==> config.mk <==
export PLATFORM = sky130hd
export DESIGN_NAME = median_window_ctrl
export DESIGN_NICKNAME = d
export VERILOG_FILES = /design/src/rtl/median_ctrl_pkg.sv /design/src/rtl/median_win_addr.sv /design/src/rtl/median_window_ctrl.sv
export SDC_FILE = /design/constraint.sdc
export NUM_CORES = 1
export LEC_CHECK = 0
export ABC_AREA = 0
export CAP_MARGIN = 15
export CORE_UTILIZATION = 30
export CTS_BUF_LIST = sky130_fd_sc_hd__clkbuf_4
export CTS_CLUSTER_SIZE = 12
export DETAILED_ROUTE_END_ITERATION = 16
export PLACE_DENSITY_LB_ADDON = 0.25
export SKIP_LAST_GASP = 1
export SLEW_MARGIN = 5
export SYNTH_ARGS = -nofsm -noshare
export SYNTH_HDL_FRONTEND = slang
export SYNTH_SLANG_ARGS = --single-unit
==> constraint.sdc <==
create_clock -name CLK -period 6 [get_ports CLK]
set_input_delay 1.5 -clock CLK [delete_from_list [all_inputs] [get_ports CLK]]
set_output_delay 1.5 -clock CLK [all_outputs]
set_load 0.005 [all_outputs]
==> src/rtl/median_ctrl_pkg.sv <==
// median_ctrl_pkg: shared state encoding and window/timeout constants for the median window controller
package median_ctrl_pkg;
    typedef enum logic [1:0] {IDLE, FETCH, WAIT, WRITE} state_t;
    localparam int WIN_SIZE    = 9;
    localparam int TIMEOUT_CYC = 32;
endpackage

==> src/rtl/median_win_addr.sv <==
// median_win_addr: combinational address of 3x3 tap k around (x,y), clamped to the image border
module median_win_addr
    import median_ctrl_pkg::*;
#(
    parameter int W = 256,
    parameter int H = 256
) (
    input  logic [$clog2(W)-1:0] x_i,
    input  logic [$clog2(H)-1:0] y_i,
    input  logic [3:0]           k_i,
    output logic [15:0]          addr_o
);
    localparam int XW = $clog2(W);
    localparam int YW = $clog2(H);
    localparam logic [XW-1:0] XMAX = XW'(W - 1);
    localparam logic [YW-1:0] YMAX = YW'(H - 1);
    logic [3:0]    row;
    logic [3:0]    col;
    logic [XW-1:0] nx;
    logic [YW-1:0] ny;
    // Tap row/column select -1/0/+1 around the centre, saturating at the edges
    always_comb begin
        row    = k_i / 4'd3;
        col    = k_i % 4'd3;
        nx     = col == 4'd0 ? (x_i == '0 ? x_i : x_i - XW'(1)) :
                 col == 4'd2 ? (x_i == XMAX ? x_i : x_i + XW'(1)) : x_i;
        ny     = row == 4'd0 ? (y_i == '0 ? y_i : y_i - YW'(1)) :
                 row == 4'd2 ? (y_i == YMAX ? y_i : y_i + YW'(1)) : y_i;
        addr_o = 16'({ny, nx});
    end
endmodule

==> src/rtl/median_window_ctrl.sv <==
// median_window_ctrl: raster-scans an image, streams each clamped 3x3 window to an external median core and writes the result back; optional WAIT timeout under MEDIAN_CTRL_TIMEOUT_EN
module median_window_ctrl
    import median_ctrl_pkg::*;
#(
    parameter int W = 256,
    parameter int H = 256
) (
    input  logic        CLK,
    input  logic        RST,
    input  logic        START,
    output logic        BUSY,
    output logic        DONE,
    output logic [15:0] RADDR,
    input  logic [7:0]  RDATA,
    output logic [7:0]  MDI,
    output logic        MDSI,
    input  logic [7:0]  MDO,
    input  logic        MDSO,
    output logic [15:0] WADDR,
    output logic [7:0]  WDATA,
    output logic        WE,
    output logic        ERR
);
    localparam int XW = $clog2(W);
    localparam int YW = $clog2(H);
    localparam logic [XW-1:0] XMAX   = XW'(W - 1);
    localparam logic [YW-1:0] YMAX   = YW'(H - 1);
    localparam logic [3:0]    LAST_K = 4'(WIN_SIZE - 1);
    state_t        state_q, state_d;
    logic [XW-1:0] x_q, x_d;
    logic [YW-1:0] y_q, y_d;
    logic [3:0]    k_q, k_d;
    logic [7:0]    wdata_q, wdata_d;
    logic          mdsi_q;
    logic          last_pix;
    logic [15:0]   win_addr;
`ifdef MEDIAN_CTRL_TIMEOUT_EN
    logic [5:0]    cnt_q, cnt_d;
    logic          err_q, err_d;
`endif

    median_win_addr #(.W(W), .H(H)) u_win_addr (
        .x_i    (x_q),
        .y_i    (y_q),
        .k_i    (k_q),
        .addr_o (win_addr)
    );

    assign last_pix = (x_q == XMAX) && (y_q == YMAX);

    // Sequence the 9 tap reads, wait for the core result, write it, then step the raster position
    always_comb begin
        state_d = state_q;
        x_d     = x_q;
        y_d     = y_q;
        k_d     = k_q;
        wdata_d = wdata_q;
`ifdef MEDIAN_CTRL_TIMEOUT_EN
        cnt_d   = state_q == WAIT ? cnt_q + 6'd1 : 6'd0;
        err_d   = err_q;
`endif
        case (state_q)
            IDLE: if (START) begin
                state_d = FETCH;
                x_d     = '0;
                y_d     = '0;
                k_d     = 4'd0;
            end
            FETCH: begin
                k_d     = k_q == LAST_K ? 4'd0 : k_q + 4'd1;
                state_d = k_q == LAST_K ? WAIT : FETCH;
            end
            WAIT: if (MDSO) begin
                wdata_d = MDO;
                state_d = WRITE;
            end
            WRITE: begin
                x_d     = x_q + XW'(1);
                y_d     = x_q == XMAX ? y_q + YW'(1) : y_q;
                state_d = last_pix ? IDLE : FETCH;
            end
            default: state_d = IDLE;
        endcase
`ifdef MEDIAN_CTRL_TIMEOUT_EN
        if (state_q == WAIT && !MDSO && cnt_q == 6'(TIMEOUT_CYC - 1)) begin
            state_d = IDLE;
            err_d   = 1'b1;
        end
`endif
    end

    // State and datapath registers; the tap strobe trails FETCH by one cycle to line up with RDATA
    always_ff @(posedge CLK) begin
        if (RST) begin
            state_q <= IDLE;
            x_q     <= '0;
            y_q     <= '0;
            k_q     <= 4'd0;
            wdata_q <= 8'd0;
            mdsi_q  <= 1'b0;
        end else begin
            state_q <= state_d;
            x_q     <= x_d;
            y_q     <= y_d;
            k_q     <= k_d;
            wdata_q <= wdata_d;
            mdsi_q  <= state_q == FETCH;
        end
    end

`ifdef MEDIAN_CTRL_TIMEOUT_EN
    // WAIT cycle counter and sticky timeout flag, cleared only by reset
    always_ff @(posedge CLK) begin
        if (RST) begin
            cnt_q <= 6'd0;
            err_q <= 1'b0;
        end else begin
            cnt_q <= cnt_d;
            err_q <= err_d;
        end
    end
    assign ERR = err_q;
`else
    assign ERR = 1'b0;
`endif

    assign BUSY  = state_q != IDLE;
    assign WE    = state_q == WRITE;
    assign DONE  = WE && last_pix;
    assign RADDR = state_q == FETCH ? win_addr : 16'd0;
    assign MDSI  = mdsi_q;
    assign MDI   = mdsi_q ? RDATA : 8'd0;
    assign WADDR = WE ? 16'({y_q, x_q}) : 16'd0;
    assign WDATA = WE ? wdata_q : 8'd0;
endmodule

[Word-level counts from Yosys, hierarchy flattened]
Index checks and enable logic that the tools add are counted.
Storage, ports and cells
  register bits after elaboration: 31
  output and inout bits: 53
  input port bits: 20
Operators by class
  reduce and logical (&&, ||, !) cells: 15
  div/mod/pow operators: 2
  equal/unequal tests: 11
  add/subtract/negate cells: 5
  mux-type cells: 24
Operator list (number)
  2-to-1 mux 8 bit: 12
  2-to-1 mux 16 bit: 2
  case mux 8 bit (2 select lines): 2
  adder 8 x 1 -> 8 bit, second input constant: 2
  equality test 8 bit, second input constant: 2
  zero test 8 bit: 2
  subtractor 8 x 1 -> 8 bit, second input constant: 2
  equality test 4 x 2 -> 1 bit, second input constant: 2
  zero test 4 bit: 2
  2-to-1 mux 4 bit: 2
  case mux 2 bit (4 select lines): 1
  case mux 4 bit (2 select lines): 1
  AND reduction 2 bit: 4
  2-to-1 mux 2 bit: 3
  nonzero test 2 bit: 3
  adder 4 x 1 -> 4 bit, second input constant: 1
  divider 4 x 2 -> 4 bit, second input constant: 1
  equality test 2 bit, second input constant: 2
  equality test 4 bit, second input constant: 1
  remainder unit 4 x 2 -> 4 bit, second input constant: 1
  != test 2 bit, second input constant: 2
  AND reduction 3 bit: 1
  equality test 2 x 1 -> 1 bit, second input constant: 1
  logical AND 1 bit: 2
  other kinds (3): 3

[Longest topological paths before layout]
Gate-level depths: netlist (run 1).
  word-level depth: 5
  depth in mapped cells: 13
  depth with buffers taken out: 12

[Cells and area by module]
A second synthesis (run 1) with hierarchy kept.
Unflattened totals
  cells, all modules: 403
  area, all modules: 2985.4 sq um
Modules (own cells, without submodules)
  median_window_ctrl: cells an instance 225, area an instance 1755.4 sq um, times used 1
  median_win_addr: cells an instance 178, area an instance 1229.9 sq um, times used 1

[Least setup slack after synthesis (run 1)]
Ideal clock, no wire load.
  kind: reg2out
  from: reg k_q[3]
  to: out RADDR[5]
  path slack: 1.438 ns
  arrival: 3.062 ns
  stages on the path, launching flop included: 13
  buffers on the path: 0
  required time: 4.500 ns
  cell sequence: dfxtp_1 and2b_1 ha_1 inv_1 ha_1 nor2b_1 a221oi_2 ha_1 a2111oi_4 and3_4 o21ai_2 or4_1 a311oi_1
Between the ends
  cells in the longest elaborated chain, start to end: 5
  elaborated cells between the ends (all ways): 6
  those cells by class: 1 x div; 1 x eq/ne; 3 x mux; 1 x reduce/logical
RTL lines
  start: declaration: RTL line median_window_ctrl.sv:32  | logic [3:0] k_q, k_d;
  start signal: assignment: RTL line median_window_ctrl.sv:105  | k_q <= k_d;
  remainder unit 4 x 2 -> 4 bit *: RTL line median_win_addr.sv:24  | col = k_i % 4'd3;
  equality test 4 x 2 -> 1 bit: RTL line median_win_addr.sv:26  | col == 4'd2 ? (x_i == XMAX ? x_i : x_i + XW'(1)) : x_i;
  2-to-1 mux 8 bit: RTL line median_win_addr.sv:26
  2-to-1 mux 8 bit *: RTL line median_win_addr.sv:25  | nx = col == 4'd0 ? (x_i == '0 ? x_i : x_i - XW'(1)) :
  2-to-1 mux 16 bit *: RTL line median_window_ctrl.sv:130  | assign RADDR = state_q == FETCH ? win_addr : 16'd0;
  end: declaration: RTL line median_window_ctrl.sv:13  | output logic [15:0] RADDR,
Mark *: on every way between the ends. The rest lies on a longest branch, timed or not.

[Worst setup path in the final report (run 1)]
  from: reg k_q[2]
  to: out RADDR[5]
Same word-level chain as after synthesis.

==> reports/qor.csv, run 1 <==
stage,metric,value,unit
clock_tree,h-tree-depth,2,
synthesis,synth.net_count,435,
setup_path,cp.arrival,4.20,ns
drt,vias,3196,
placed_design,dp_cells,580,
synthesis,synth_cells,403,
synthesis,synth_area_leader_cell,dfxtp_1,
finish,finalNonFillerCells,589,
finish,multi_input_area,2123,um^2
finish,ff_latch_area,624.3,um^2
clock_tree,root_buffer,clkbuf_4,
clock_tree,cts_tree,yes,
drt,ant_nets,0,
finish,nFillCells,1025,
setup_path,rr_startpoint,x_q[1],
clock_tree,clockBufferDepth,2,
drt,drt_wl_total,9150,um
die,start_util,0.3143,
synthesis,ys_async_sr_fraction,0,
sta,hold_slack,0.5024,ns
power,p_sw,0.1196,mW
sta,fin_worst_skew,0.002849,ns
setup_path,r2r_cells,7,
power,p_comb_frac,0.143,
run,drv_cap,0,
clock_tree,numCtsBuffers,5,
synthesis,ys_seq_area_frac,0.2107,
synthesis,synth_commonest_cells,"nor2_1 (46), a21oi_1 (35), dfxtp_1 (31), nand2_1 (31), and3_1 (25)",
sta,hold_viol,0,
min_path,holdCritStartpoint,wdata_q[4],
drt,route.detailed.drc,0,
finish,final_layout_size_suffix_gt1_frac,0.08261,
synthesis,syn-cell-area,2945,um^2
power,powerDensity,127.0,nW/um^2
power,power_frac_clock,0.431,
die,dieArea,10220,um^2
power,max-vdd-ir-drop,0.08326,mV
sta,timing.final.crit_share,0.9504,
die,core_area,9371,um^2
sta,tns,0,ns
sta,post-route-min-period,5.703,ns
global_routing,gr-usage-all-layers,0.1817,
drt,drtIter0Drc,151,
power,switching_share,0.2443,
min_path,min_path_cells,2,
min_path,whs_endpoint,wdata_q[4],
setup_path,cp-start-kind,flop,
sta,slew_headroom,0.4544,
synthesis,synth_edf_count,0,
sta,slew_viol_final,0,
finish,syn_to_final_growth,30.93,%
placed_design,hpwl,6601,um
synthesis,synth_cell_types,73,
synthesis,synth.top_cell.area_share,0.2107,
sta,worst_pin_slew,0.8153,ns
synthesis,synth.avg_cell_area,7.308,um^2
setup_path,critPathKind,flop to primary output,
power,p_leak,1.522,nW
setup_path,timing.rr.end,y_q[4],
sta,timing.fmax,175.4,MHz
sta,rsz0062_at_grt,no,
global_routing,grt_pass1_vias,2984,
synthesis,synthFlopType,dfxtp_1,
finish,n_antenna_cell,0,
placed_design,port_buffers,71,
setup_path,path_max_fanout,13,
sta,setup_viol,0,
die,die_y,101.1,um
drt,firstDrtPassIters,4,
setup_path,worst-endpoint-required,4.50,ns
synthesis,synth-seq-cells,31,
drt,routedWlPerCell,15.53,um
finish,nets,491,
placed_design,gp_congestion,0.8467,
global_routing,overflow,0,
clock_tree,clock_latency,0.33,ns
clock_tree,cts.clk_slew.worst_paths,0.11,ns
clock_tree,cts_sinks,31,
synthesis,yosysMostFrequentCell,nor2_1,
synthesis,synth_area_leaders,"dfxtp_1 (21%), a21oi_1 (5.9%), nor2_1 (5.9%), and3_1 (5.3%), ha_1 (5.1%)",
power,intPower,0.3700,mW
min_path,hold_class,flop to flop,
run_status,status,"finished, final reports clean",
power,p_total,0.4896,mW
global_routing,grt_max_degree,38,
synthesis,yosys_warnings,0,
setup_path,end_kind,primary output,
die,row_count,35,
die,ioPinCount,73,
setup_path,ff2ff_setup_slack,3.39,ns
power,p_seq_frac,0.427,
global_routing,grt_pass1_wl,14960,um
drt,avgViaCountPerCell,5.426,
global_routing,antenna_found_initial,0,
die,die_w,101.1,um
[power groups by stage]
stage / clock network, mW / registers [mW] / logic [mW]
final: 0.211 / 0.209 / 0.0698
after global routing: 0.225 / 0.209 / 0.0756
after CTS: 0.215 / 0.209 / 0.0688
after detailed placement: 0 / 0.214 / 0.0686
after global placement: 0 / 0.214 / 0.0684
after floorplan: 0 / 0.214 / 0.0355
[cells in the final DEF, fill, tap and decap left out, drive strengths merged, types with 8 or more instances in the layout]
master,n
buf,9
nor2,46
nor3,13
clkdlybuf4s50,71
inv,17
o21ai,15
a21oi,35
and2,12
and3,27
nand2,32
nand3,9
mux2i,11
nand3b,8
ha,12
dfxtp,31
[state kept, by name (all words and copies together), names as in the netlist, named ones only]
signal	count
k_q	4
wdata_q	8
state_q	1
y_q	8
x_q	8
MDSI	1
[repair_timing]
| item | 4_1_cts | 5_1_grt |
|---|---|---|
| hold buffers | 0 | 0 |
| setup buffers | 0 | 1 |
| cloned | 0 | 0 |
| pin swaps | 0 | 2 |
| setup endpoints to repair | 1 | 6 |
| gates resized for setup | 1 | 5 |
[logic make-up after synthesis]
| family | after synthesis | share of synthesized area |
|---|---|---|
| other | 1 | 0.001273 |
| XOR/XNOR | 9 | 0.02676 |
| AND/OR/NAND/NOR | 186 | 0.3471 |
| buffers and inverters | 48 | 0.07476 |
| AO/OA/AOI/OAI | 104 | 0.2472 |
| flip-flops | 31 | 0.2107 |
| multiplexers | 12 | 0.04121 |
| adder cells (fa/ha/maj) | 12 | 0.05098 |
[per-layer routing]
metal | track usage | part of all wire | vias up
met5 | 0 | 0 | -
met4 | 0.05017 | 0.011 | 0
met3 | 0.02774 | 0.045 | 8
met2 | 0.2930 | 0.47 | 91
met1 | 0.2500 | 0.47 | 1503
li1 | - | - | 1594
[worst max path at each step]
| stage | from | endpoint | slack, ns |
|---|---|---|---|
| 6_report | k_q[2] | RADDR[5] | 0.30 |
| 5_1_grt | k_q[2] | RADDR[5] | 0.07 |
| 4_1_cts | k_q[2] | RADDR[5] | 0.11 |
| 3_5_place_dp | k_q[2] | RADDR[5] | 0.38 |
| 3_3_place_gp | k_q[2] | RADDR[5] | 0.46 |
| 2_1_floorplan | k_q[3] | RADDR[5] | 1.44 |
[worst max-delay path, cell delays in order, from the launching register on]
cell             delay (ns)
dfxtp_4                0.40
and2b_1                0.23
ha_1                   0.19
inv_1                  0.05
ha_2                   0.26
and2b_1                0.21
a221oi_2               0.31
ha_2                   0.32
nand2_1                0.08
a221oi_2               0.24
a32oi_2                0.21
or4_1                  0.54
a311oi_1               0.29
clkdlybuf4s50_1        0.55
[per-stage QoR]
| stage | instance area, um^2 | setup WS (ns) | utilization |
|---|---|---|---|
| after detailed placement | 3721 | 0.3843 | 0.3971 |
| final | 3856 | 0.2974 | 0.4115 |
| after global placement | 3721 | 0.4552 | 0.3971 |
| after global routing | 3856 | 0.06525 | 0.4115 |
| after CTS | 3827 | 0.1059 | 0.4084 |
| after floorplan | 2945 | 1.438 | - |
[cell type report]
type | count | area share
clock buffers | 5 | 0.009734
clock inverters | 3 | 0.01752
inverters | 17 | 0.01655
multi-input cells | 324 | 0.5506
flip-flops and latches | 31 | 0.1619
well taps | 129 | 0.04186
repair buffers | 80 | 0.2018
Power figures use the tool's default switching activity.
==> inputs of run 2 (changes only) <==
--- a/config.mk
+++ b/config.mk
@@ -7,7 +7,7 @@
 export LEC_CHECK = 0
 export ABC_AREA = 0
 export CAP_MARGIN = 15
-export CORE_UTILIZATION = 30
+export CORE_UTILIZATION = 40
 export CTS_BUF_LIST = sky130_fd_sc_hd__clkbuf_4
 export CTS_CLUSTER_SIZE = 12
 export DETAILED_ROUTE_END_ITERATION = 16
==> run 2 against run 1 <==
Routed wire length shrank 7.0%. Largest cell class unchanged. Via count grew 1.2%. First-iteration DRC count grew 50%. Critical path type unchanged. Largest power group is now sequential cells. Utilization grew 13 points. Clock power shrank 21%.
==> reports/qor.csv, run 2 (synthesized netlist as in run 1, its figures left out) <==
stage,metric,value,unit,change
run_status,status,"finished, final reports clean",,
global_routing,antenna_found_initial,0,,unchanged
drt,firstDrtPassIters,4,,unchanged
placed_design,port_buffers,71,,unchanged
setup_path,cp-start-kind,flop,,
placed_design,hpwl,6245,um,-5.4%
die,dieArea,7711,um^2,-25%
min_path,hold_class,flop to flop,,
finish,finalNonFillerCells,555,,-5.8%
die,die_y,87.81,um,-13%
placed_design,dp_cells,547,,-5.7%
power,p_total,0.4445,mW,-9.2%
die,die_w,87.81,um,-13%
clock_tree,numCtsBuffers,5,,unchanged
finish,syn_to_final_growth,28.33,%,
power,switching_share,0.2610,,+0.01670
power,p_comb_frac,0.155,,+0.012
power,intPower,0.3284,mW,-11%
finish,post-route-util,0.5443,,+0.1328
sta,worst_pin_slew,1.071,ns,+0.2556 ns
finish,final_layout_size_suffix_gt1_frac,0.07843,,-0.004177
sta,post-route-min-period,5.664,ns,-0.03832 ns
power,p_leak,1.510,nW,-0.82%
sta,timing.final.crit_share,0.9441,,-0.006387
setup_path,cp_slowest_cell,clkdlybuf4s50_1,,
global_routing,grt_pass1_wl,14150,um,-5.4%
drt,routedWlPerCell,15.32,um,-1.4%
power,p_sw,0.1160,mW,-3.0%
global_routing,overflow,0,,unchanged
setup_path,critPathKind,flop to primary output,,
clock_tree,root_buffer,clkbuf_4,,
drt,drt_wl_total,8505,um,-7.0%
die,ioPinCount,73,,unchanged
drt,drtIter0Drc,226,,+50%
power,powerDensity,117.6,nW/um^2,-7.4%
sta,slew_headroom,0.2851,,-0.1694
setup_path,end_kind,primary output,,
die,row_count,30,,-14%
global_routing,grt_pass1_vias,2948,,-1.2%
setup_path,path_max_fanout,9,,-4
finish,nFillCells,680,,-34%
finish,n_antenna_cell,0,,unchanged
clock_tree,h-tree-depth,2,,unchanged
setup_path,worst-endpoint-required,4.50,ns,about the same
clock_tree,cts.clk_slew.worst_paths,0.11,ns,about the same
sta,hold_slack,0.5047,ns,+0.002277 ns
sta,rsz0062_at_grt,no,,
die,start_util,0.4241,,+0.1099
sta,fin_worst_skew,0.01059,ns,+0.007743 ns
placed_design,post_dp_cell_area,3680,um^2,-1.1%
finish,finalInstanceArea,3780,um^2,-2.0%
placed_design,gp_congestion,0.9280,,+9.6%
global_routing,grt_max_degree,39,,+2.6%
power,max-vdd-ir-drop,0.08416,mV,+1.1%
run,drv_cap,0,,unchanged
clock_tree,clockBufferDepth,2,,unchanged
finish,final_common_cell,clkdlybuf4s50_1,,
die,core_area,6944,um^2,-26%
drt,ant_nets,0,,unchanged
finish,reg_top3,"wdata_q: 8 flops, x_q: 8 flops, y_q: 8 flops",,
sta,slew_viol_final,0,,unchanged
clock_tree,clock_latency,0.34,ns,about the same
sta,finalWorstSetupSlack,0.3357,ns,+0.03832 ns
clock_tree,cts_tree,yes,,
setup_path,cp.arrival,4.16,ns,-0.04 ns
min_path,holdCritStartpoint,wdata_q[5],,
sta,timing.fmax,176.5,MHz,+0.68%
sta,hold_viol,0,,unchanged
drt,route.detailed.drc,0,,unchanged
sta,setup_viol,0,,unchanged
power,power_frac_clock,0.374,,-0.057
setup_path,crit_chain,and2b_1 > ha_1 > inv_1 > ha_2 > and2b_1 > a221oi_2 > ha_2 > nand2_1 > a221oi_2 > a32oi_2 > buf_4 > or4_1 > a31oi_1 > clkdlybuf4s50_1,,
placed_design,post-place-ws,0.5459,ns,+0.1615 ns
finish,final_cell_mix,"clkdlybuf4s50_1 (71), nor2_1 (46), a21oi_1 (35), dfxtp_1 (31), nand2_1 (31)",,
clock_tree,post_cts.repair.setup_buffers,0,,unchanged
setup_path,cpPeakStageDelay,0.52,ns,-0.03 ns
finish,nets,490,,-0.20%
sta,tns,0,ns,unchanged
drt,vias,3234,,+1.2%
clock_tree,cts_sinks,31,,unchanged
global_routing,gr-usage-all-layers,0.2301,,+0.04843
setup_path,startpoint,k_q[3],,
power,p_seq_frac,0.471,,+0.044
drt,avgViaCountPerCell,5.827,,+7.4%
[run 2: cell count changes in the layout (fill, tap and decap cells not counted)]
cell and delta:
clkinv_2 +1, clkinvlp_4 -1, bufinv_16 -1, clkinv_4 +1, dfxtp_4 -1, buf_4 -1, dfxtp_1 +1
[run 2: cell type report]
cell class,instances,area [um^2],area share
inverter,17,63.81,0.01688
clock inverter,3,43.79,0.01159
sequential,31,620.6,0.1642
timing repair buffer,79,770.7,0.2039
tap,96,120.1,0.03178
multi-input combinational,324,2123,0.5617
clock buffer,5,37.54,0.009930
[run 2: layer usage]
| layer | wire (um) | track usage | vias up |
|---|---|---|---|
| li1 | - | - | 1582 |
| met1 | 3791 | 0.3042 | 1538 |
| met2 | 4115 | 0.3700 | 99 |
| met3 | 461 | 0.04618 | 15 |
| met4 | 137 | 0.08346 | 0 |
| met5 | 0 | 0 | - |
[run 2: final timing paths]
check | end | slack [ns] | cells past startpoint
worst min register to register | wdata_q[5] | 0.50 | 2
worst max-delay path | RADDR[4] | 0.34 | 14
worst max register to register | y_q[5] | 3.19 | 6
worst min-delay path | wdata_q[5] | 0.50 | 2
[run 2: power groups by stage]
stage	combinational (mW)	clock [mW]	sequential [mW]
6_report	0.0690	0.166	0.209
5_1_grt	0.0754	0.178	0.210
4_1_cts	0.0680	0.171	0.209
3_5_place_dp	0.0679	0	0.214
3_3_place_gp	0.0671	0	0.214
2_1_floorplan	0.0355	0	0.214
[run 2: critical path: cells and delay by family, from the launching register on]
family | cells | cell delay (ns)
flops | 1 | 0.34
simple gates | 4 | 1.03
fa+ha+maj | 3 | 0.77
compound gates | 4 | 0.92
buf+inv | 3 | 0.77
[run 2: what timing repair did]
action                                  4_1_cts  5_1_grt
endpoints found under the hold margin         0        0
hold buffers                                  0        0
resized for setup                             0        4
endpoints found under the setup margin        0        3
==> inputs of run 3 (changes only) <==
--- a/config.mk
+++ b/config.mk
@@ -11,7 +11,9 @@
 export CTS_BUF_LIST = sky130_fd_sc_hd__clkbuf_4
 export CTS_CLUSTER_SIZE = 12
 export DETAILED_ROUTE_END_ITERATION = 16
+export GPL_TIMING_DRIVEN = 0
 export PLACE_DENSITY_LB_ADDON = 0.25
+export SETUP_SLACK_MARGIN = 0.15
 export SKIP_LAST_GASP = 1
 export SLEW_MARGIN = 5
 export SYNTH_ARGS = -nofsm -noshare
==> run 3 against run 2 <==
Non-clock buffer count increased by 24. Critical path depth decreased by 1. Worst hold slack got worse by 0.0050 ns. Sequential share of layout area decreased by 0.51 points. Critical endpoint is now RADDR[5].
==> reports/qor.csv, run 3 (synthesized netlist as in run 1, its figures left out) <==
stage,metric,value,unit,change
run_status,status,"finished, final reports clean",,
power,p_comb_frac,0.160,,+0.005
sta,slew_headroom,0.4666,,+0.1815
drt,drtIter0Drc,242,,+7.1%
sta,timing.final.crit_share,0.9485,,+0.004422
die,die_y,87.81,um,unchanged
sta,hold_viol,0,,unchanged
die,ioPinCount,73,,unchanged
clock_tree,clock_latency,0.34,ns,about the same
finish,final_cell_mix,"clkdlybuf4s50_1 (71), nor2_1 (46), a21oi_1 (35), dfxtp_1 (31), nand2_1 (31)",,
global_routing,grt_pass1_wl,14650,um,+3.5%
die,die_w,87.81,um,unchanged
run,drv_cap,0,,unchanged
sta,slew_viol_final,0,,unchanged
clock_tree,numCtsBuffers,5,,unchanged
drt,firstDrtPassIters,6,,+2
sta,setup_viol,0,,unchanged
placed_design,port_buffers,71,,unchanged
setup_path,cp.arrival,4.19,ns,+0.03 ns
setup_path,cpPeakStageDelay,0.56,ns,+0.04 ns
power,p_seq_frac,0.471,,about the same
finish,nets,514,,+4.9%
finish,nFillCells,665,,-2.2%
power,powerDensity,114.0,nW/um^2,-3.0%
global_routing,grt_max_degree,11,,-72%
drt,avgViaCountPerCell,5.858,,+0.54%
setup_path,critPathKind,flop to primary output,,
placed_design,gp_congestion,0.9148,,-1.4%
sta,timing.fmax,175.7,MHz,-0.47%
die,start_util,0.4241,,unchanged
finish,n_antenna_cell,0,,unchanged
setup_path,end_kind,primary output,,
power,max-vdd-ir-drop,0.09555,mV,+14%
drt,vias,3392,,+4.9%
clock_tree,root_buffer,clkbuf_4,,
finish,post-route-util,0.5616,,+0.01730
finish,syn_to_final_growth,32.41,%,
global_routing,overflow,0,,unchanged
power,switching_share,0.2644,,+0.003325
setup_path,path_common_cell,and2b_1,,
sta,worst_pin_slew,0.7972,ns,-0.2737 ns
setup_path,cp_slowest_cell,or4_1,,
finish,final_common_cell,clkdlybuf4s50_1,,
die,dieArea,7711,um^2,unchanged
clock_tree,cts.clk_slew.worst_paths,0.11,ns,about the same
drt,drt_wl_total,9120,um,+7.2%
setup_path,path_max_fanout,9,,unchanged
sta,tns,0,ns,unchanged
die,row_count,30,,unchanged
global_routing,antenna_found_initial,0,,unchanged
clock_tree,cts_sinks,31,,unchanged
global_routing,grt_pass1_vias,3050,,+3.5%
clock_tree,cts_hold_buf,0,,unchanged
drt,route.detailed.drc,0,,unchanged
power,power_frac_clock,0.368,,-0.006
power,intPower,0.3271,mW,-0.40%
sta,rsz0062_at_grt,no,,
drt,routedWlPerCell,15.75,um,+2.8%
die,core_area,6944,um^2,unchanged
power,p_sw,0.1176,mW,+1.3%
finish,final_layout_size_suffix_gt1_frac,0.07660,,-0.001827
setup_path,cp-start-kind,flop,,
drt,ant_nets,0,,unchanged
setup_path,worst-endpoint-required,4.50,ns,about the same
sta,fin_worst_skew,0.008344,ns,-0.002249 ns
global_routing,gr-usage-all-layers,0.2400,,+0.009915
power,p_leak,1.547,nW,+2.5%
clock_tree,cts_tree,yes,,
setup_path,crit_chain,and2b_1 > ha_1 > inv_1 > ha_2 > and2b_1 > a221oi_4 > ha_4 > nand2_1 > a221oi_2 > a32oi_2 > or4_1 > a311oi_1 > clkdlybuf4s50_1,,
clock_tree,clockBufferDepth,2,,unchanged
placed_design,hpwl,6889,um,+10%
min_path,hold_class,flop to flop,,
clock_tree,h-tree-depth,2,,unchanged
finish,reg_top3,"wdata_q: 8 flops, x_q: 8 flops, y_q: 8 flops",,
sta,post-route-min-period,5.691,ns,+0.02653 ns
==> run 3: changes by cell type in the layout (fill, tap and decap cells not counted), sizes merged <==
cell	before	now
buf	8	9
clkbuf	5	28
==> run 3: cell type report <==
type,instances,area [um^2],share of cell area
clock buffer,5,37.54,0.009625
multi-input combinational,324,2145,0.5499
sequential,31,620.6,0.1591
buffer,31,156.4,0.04010
timing repair buffer,72,718.2,0.1842
clock inverter,3,38.79,0.009945
inverter,17,63.81,0.01636
tap,96,120.1,0.03080
==> run 3: path summary, 6_finish.rpt <==
kind	from	end	slack, ns	cells past startpoint
setup / recovery	k_q[3]	RADDR[5]	0.31	13
hold / removal	wdata_q[3]	wdata_q[3]	0.50	2
setup reg to reg	x_q[1]	y_q[5]	3.45	7
hold reg to reg	wdata_q[3]	wdata_q[3]	0.50	2
==> run 3: what timing repair did <==
item	4_1_cts	5_1_grt
resized for setup	3	3
buffers inserted	0	1
pin swaps	1	1
endpoints found under the setup margin	1	6
==> run 3: layer usage <==
layer | vias up | GRT usage | wire [um]
met2 | 141 | 0.3890 | 4373
met1 | 1592 | 0.3186 | 3956
li1 | 1641 | - | -
met5 | - | 0 | 0
met3 | 18 | 0.04053 | 622
met4 | 0 | 0.08942 | 168
==> run 3: power groups by stage <==
stage,combinational (mW),clock (mW),sequential (mW)
final,0.0712,0.164,0.210
after global routing,0.0771,0.174,0.210
after CTS,0.0697,0.166,0.209
after detailed placement,0.0691,0,0.214
after global placement,0.0686,0,0.214
after floorplan,0.0355,0,0.214
==> run 3: through the flow <==
stage | instances | hold WS, ns | setup WS (ns) | cell area, um^2 | total power, mW
global route | 579 | 0.5272 | 0.1460 | 3900 | 0.4610
floorplan | 403 | 0.4549 | 1.438 | 2945 | 0.2491
CTS | 578 | 0.5072 | 0.1558 | 3865 | 0.4454
finish | 579 | 0.4997 | 0.3091 | 3900 | 0.4447
detailed placement | 570 | 0.4833 | 0.4441 | 3776 | 0.2833
global placement | 570 | 0.4656 | 0.4844 | 3776 | 0.2827
==> run 3: worst max-delay path: cells and delay by family (launching register included) <==
kind | cells | cell delay (ns)
fa+ha+maj | 3 | 0.71
flops | 1 | 0.36
compound gates | 4 | 1.04
simple gates | 4 | 1.13
buf+inv | 2 | 0.60
